`src/rtl/sp_stack_ctrl.sv`:
```
// Parametrised stack-pointer controller: tracks occupancy under push/pop/load
// and decodes SP, write/read addresses, full/empty and sticky error flags.
module sp_stack_ctrl #(
  parameter int unsigned SP_W      = 5,
  parameter int unsigned DEPTH     = 32,
  parameter int unsigned BASE      = 0,
  parameter int unsigned GROW_DOWN = 0
) (
  input  logic            clk,
  input  logic            rst,
  input  logic            push,
  input  logic            pop,
  input  logic            load,
  input  logic [SP_W:0]   ld_cnt,
  input  logic            clr_err,
  output logic [SP_W-1:0] sp,
  output logic [SP_W-1:0] wr_addr,
  output logic [SP_W-1:0] rd_addr,
  output logic [SP_W:0]   count,
  output logic            full,
  output logic            empty,
  output logic            ovf,
  output logic            unf
);

  localparam logic [SP_W:0]   DEPTH_C = (SP_W+1)'(DEPTH);
  localparam logic [SP_W-1:0] BASE_C  = SP_W'(BASE);
  localparam logic [SP_W-1:0] ONE_SP  = SP_W'(1);
  localparam logic [SP_W:0]   ONE_CNT = (SP_W+1)'(1);

  logic [SP_W:0] cnt;
  logic [SP_W:0] cnt_nxt;
  logic          ovf_set;
  logic          unf_set;

  // Occupancy is the only state; full/empty come from cnt, never from sp,
  // because sp wraps back to BASE when DEPTH == 2^SP_W.
  always_comb begin
    count   = cnt;
    full    = (cnt == DEPTH_C);
    empty   = (cnt == '0);
    sp      = (GROW_DOWN != 0) ? (BASE_C - cnt[SP_W-1:0]) : (BASE_C + cnt[SP_W-1:0]);
    wr_addr = sp;
    rd_addr = (GROW_DOWN != 0) ? (sp + ONE_SP) : (sp - ONE_SP);
  end

  // Load beats push/pop; a simultaneous push+pop only replaces the top entry.
  always_comb begin
    cnt_nxt = cnt;
    ovf_set = 1'b0;
    unf_set = 1'b0;
    if (load) begin
      if (ld_cnt <= DEPTH_C) cnt_nxt = ld_cnt;
      else                   ovf_set = 1'b1;
    end else if (push && !pop) begin
      if (full) ovf_set = 1'b1;
      else      cnt_nxt = cnt + ONE_CNT;
    end else if (pop && !push) begin
      if (empty) unf_set = 1'b1;
      else       cnt_nxt = cnt - ONE_CNT;
    end
  end

  // A same-cycle error event wins over clr_err so no error is ever lost.
  always_ff @(posedge clk) begin
    if (rst) begin
      cnt <= '0;
      ovf <= 1'b0;
      unf <= 1'b0;
    end else begin
      cnt <= cnt_nxt;
      ovf <= ovf_set | (ovf & ~clr_err);
      unf <= unf_set | (unf & ~clr_err);
    end
  end

endmodule

```
`config.mk`:
```
export PLATFORM = sky130hd
export DESIGN_NAME = sp_stack_ctrl
export DESIGN_NICKNAME = d
export VERILOG_FILES = /design/src/rtl/sp_stack_ctrl.sv
export SDC_FILE = /design/constraint.sdc
export NUM_CORES = 1
export LEC_CHECK = 0
export ABC_AREA = 0
export CAP_MARGIN = 30
export CORE_MARGIN = 4
export CORE_UTILIZATION = 42
export CTS_BUF_LIST = sky130_fd_sc_hd__clkbuf_8
export DETAILED_ROUTE_END_ITERATION = 16
export PLACE_DENSITY = 0.88
export SETUP_SLACK_MARGIN = 0.4
export SYNTH_ARGS = -nofsm -noshare
export SYNTH_HDL_FRONTEND = slang
export SYNTH_SLANG_ARGS = --single-unit
```
`constraint.sdc`:
```
create_clock -name clk -period 3.7 [get_ports clk]
set_clock_uncertainty 0.2 [all_clocks]
set_input_delay 1.11 -clock clk [delete_from_list [all_inputs] [get_ports clk]]
set_output_delay 1.11 -clock clk [all_outputs]
set_load 0.02 [all_outputs]
```
==> flow_summary.yaml <==
critical_path:
  start_kind: "input pin"
  cpMostUsedCell: "sky130_fd_sc_hd__a21oi_1"
  critical_path_start_end_classification: "in2reg"
  worst_path_max_stage_delay_ns: 0.47
  worst_path_max_delay_cell: "sky130_fd_sc_hd__clkdlybuf4s50_1"
  endpoint_kind: "register"
  timing.critical_path.fanout_max: 6
  worst_ep_required_time_ns: 3.66
  r2r_endpoint: "count[1]$_SDFFE_PP0P_"
  number_of_cells_on_the_worst_reg_to_reg_path: 6
  crit_chain: "clkdlybuf4s50_1, nor2b_2, inv_2, ha_1, a21o_1, a21oi_1, a21oi_1, o311a_1, a21oi_2"
  timing.reg2reg.setup_slack_ns: 1.62
  critical_path.reg2reg.startpoint: "count[1]$_SDFFE_PP0P_"
  arrival_time_at_the_worst_endpoint_ns: 3.12
  worst_path_bufs_invs: 2
  timing.critical_path.max_delay_family: "compound AO/OA/AOI/OAI gates"
cells_and_area:
  fin_cells: 148
  flow.area_growth_from_synthesis_pct: 47.6
  final_cell_mix: "34 x sky130_fd_sc_hd__clkdlybuf4s50_1, 8 x sky130_fd_sc_hd__dfxtp_1, 7 x sky130_fd_sc_hd__nor2_1, 7 x sky130_fd_sc_hd__a21oi_1, 6 x sky130_fd_sc_hd__ha_1"
  sequential_cell_area_in_the_final_layout_um2: 160
  area_of_the_multi_input_gates_um2: 517
  num-nets-final: 144
  final_common_cell: "sky130_fd_sc_hd__clkdlybuf4s50_1"
  antenna-diode-count: 0
  drive_above_1_share: 0.130
  fillers: 147
timing:
  achievable-frequency_ghz: 0.316
  fin_crit_sh: 0.854
  finalCriticalPeriod_ns: 3.16
  unrepaired_setup_endpoints_after_global_routing: "no"
  worst_slew_margin_rel: 0.732
  setup_tns_ns: 0
  worst_slew_pin_slew_ns: 0.400
  drv_slew: 0
  timing.final.setup_violations: 0
  final.hold.worst_slack_ns: 0.269
  timing.final.hold_violations: 0
logic_synthesis:
  ys_seq_area_frac: 0.205
  synthCells: 94
  yosys_warnings: 0
  syn-cell-area_um2: 781
  post_synth_num_cell_types: 36
  synth.ff_latch_count: 8
  avgSynthCellArea_um2: 8.31
  syn_nets: 113
floorplanning:
  ios: 37
  core-area_um2: 1750
  die_w_um: 51.1
  rows: 15
  fp.dieH_um: 51.1
  design.die.area_um2: 2610
  effective_utilization_at_floorplan: 0.447
power:
  post-layout-total-power_uw: 548
  cellPowerDensity_nw_per_um2: 476
  switch_pwr_uw: 220
  power.share.combinational: 0.593
  power.leakage_nw: 0.470
  switching_share: 0.401
  ir_drop_mv: 0.276
  p_clk_frac: 0.191
  intPower_uw: 328
  power.share.sequential: 0.216
grt:
  grt_antenna_before_repair: 0
  remaining_overflow_grt: 0
  grt_util_all_layers: 0.161
  grt_max_degree: 15
  global_route_wire_length_before_repair_um: 3170
  grt_pass1_vias: 737
drt:
  dr_total_vias: 774
  ant_nets: 0
  routed-wl-met2_um: 920
  drt-pass1-iter-count: 4
  drc: 0
  dr.max_layer_used: "met4"
  wire_per_inst_um: 13.2
  drt-met1-wl_um: 803
  post_drt_via_cell_ratio: 5.23
  routed-wl-met3_um: 209
  wirelength_um: 1950
  drtIter0Drc: 10
clocking:
  cts-buffers-inserted: 3
  cts.repair_timing.setup_buffer_count: 0
  clock-root-buffer: "sky130_fd_sc_hd__clkbuf_8"
  cts_buffer_depth: 2
  clock-sinks: 8
  clkTransAtPathRegs_ns: 0.04
  htreeDepth: 1
  clock_insertion_delay_worst_skew_ns: 0.23
  cts_tree: "built"
hold_path:
  hold_path_startpoint: "unf$_SDFF_PP0_"
  hold_path_class: "reg2reg"
  hold_depth: 2
  worst_hold_path.endpoint: "unf$_SDFF_PP0_"
placed_design:
  routabilityCongestion: 0.791
  detailed_place_hpwl_um: 1530
  io_buffer_count: 36
  placedCellCount: 145
run:
  cap_viol_max_count: 0
run_status:
  result_of_the_run: "finished clean"
## worst max-delay path by stage
stage / start / to / slack [ns] / cells after the start
finish: push / count[5]$_SDFFE_PP0P_ / 0.54 / 9
floorplan: count[0]$_SDFFE_PP0P_ / empty / 0.70 / 5
global placement: push / count[5]$_SDFFE_PP0P_ / 0.32 / 9
detailed placement: push / count[5]$_SDFFE_PP0P_ / 0.22 / 9
CTS: push / count[5]$_SDFFE_PP0P_ / 0.46 / 9
global route: count[1]$_SDFFE_PP0P_ / rd_addr[4] / 0.44 / 5
## final cells by class
cell class,count,share of cell area
clock buffers,3,0.0358
inverters,6,0.0195
multi-input cells,67,0.448
flip-flops and latches,8,0.139
well taps,25,0.0271
repair buffers,39,0.330
## cell usage after synthesis (all sizes together)
master | n | share of area
and2 | 2 | 0.016
or4 | 1 | 0.0096
a31oi | 2 | 0.016
o311ai | 1 | 0.011
ha | 6 | 0.096
nand4 | 1 | 0.0080
a32oi | 1 | 0.011
o21bai | 1 | 0.014
mux2i | 3 | 0.038
a211oi | 3 | 0.048
xor2 | 2 | 0.022
nand2b | 2 | 0.016
a21oi | 8 | 0.056
nor3 | 1 | 0.0064
o21ai | 3 | 0.019
dfxtp | 8 | 0.21
nor2b | 2 | 0.016
or3 | 2 | 0.016
inv | 6 | 0.029
and3 | 1 | 0.0080
buf | 12 | 0.11
clkbuf | 1 | 0.0048
or4b | 1 | 0.013
fa | 1 | 0.026
nand3 | 2 | 0.013
a21o | 2 | 0.019
nor2 | 7 | 0.034
xnor2 | 5 | 0.056
o311a | 2 | 0.040
nand2 | 5 | 0.024
## power by group through the flow
| stage | Combinational (mW) | Sequential [mW] | Clock (mW) |
|---|---|---|---|
| global route | 0.350 | 0.122 | 0.113 |
| finish | 0.325 | 0.119 | 0.104 |
| floorplan | 0.202 | 0.130 | 0 |
| global placement | 0.320 | 0.119 | 0 |
| CTS | 0.328 | 0.119 | 0.110 |
| detailed placement | 0.326 | 0.120 | 0 |
## tightest hold or removal path: cells and delay by family, from the launching register on
family	cells	cell delay, ns
flip-flops	1	0.30
AO/OA/AOI/OAI	1	0.05
AND/OR/NAND/NOR	1	0.06
## layer usage
layer  up-vias  global-route usage
li1        382                   -
met1       348               0.177
met2        42               0.281
met3         2              0.0583
met4         0              0.0538
met5         -                   0
## stage by stage
step                      area, um2   util  setup WS, ns
after floorplan                 781      -         0.695
after CTS                      1150  0.659         0.464
after detailed placement       1110  0.634         0.220
after global routing           1150  0.660         0.441
after global placement         1110  0.634         0.316
final                          1150  0.660         0.540
## timing repair
action / in CTS / in global routing
gates resized for setup: 3 / 2
hold buffers: 0 / 0
setup endpoints to repair: 2 / 1
## cells by family (layout without fill, tap and decap cells)
logic type / after synthesis / count (layout) / synth area share
muxes: 3 / 3 / 0.0385
DFF: 8 / 8 / 0.205
AOI/OAI and AO/OA: 23 / 23 / 0.236
and+or+nand+nor: 27 / 27 / 0.179
xor gates and xnor gates: 7 / 7 / 0.0785
adders and majority gates: 7 / 7 / 0.122
buffers and inverters: 19 / 48 / 0.141
## state kept, by name, summed over array words and instances, names as in the netlist
signal	count
count	6
ovf	1
unf	1
No activity file was read; power rests on OpenSTA's default activity.
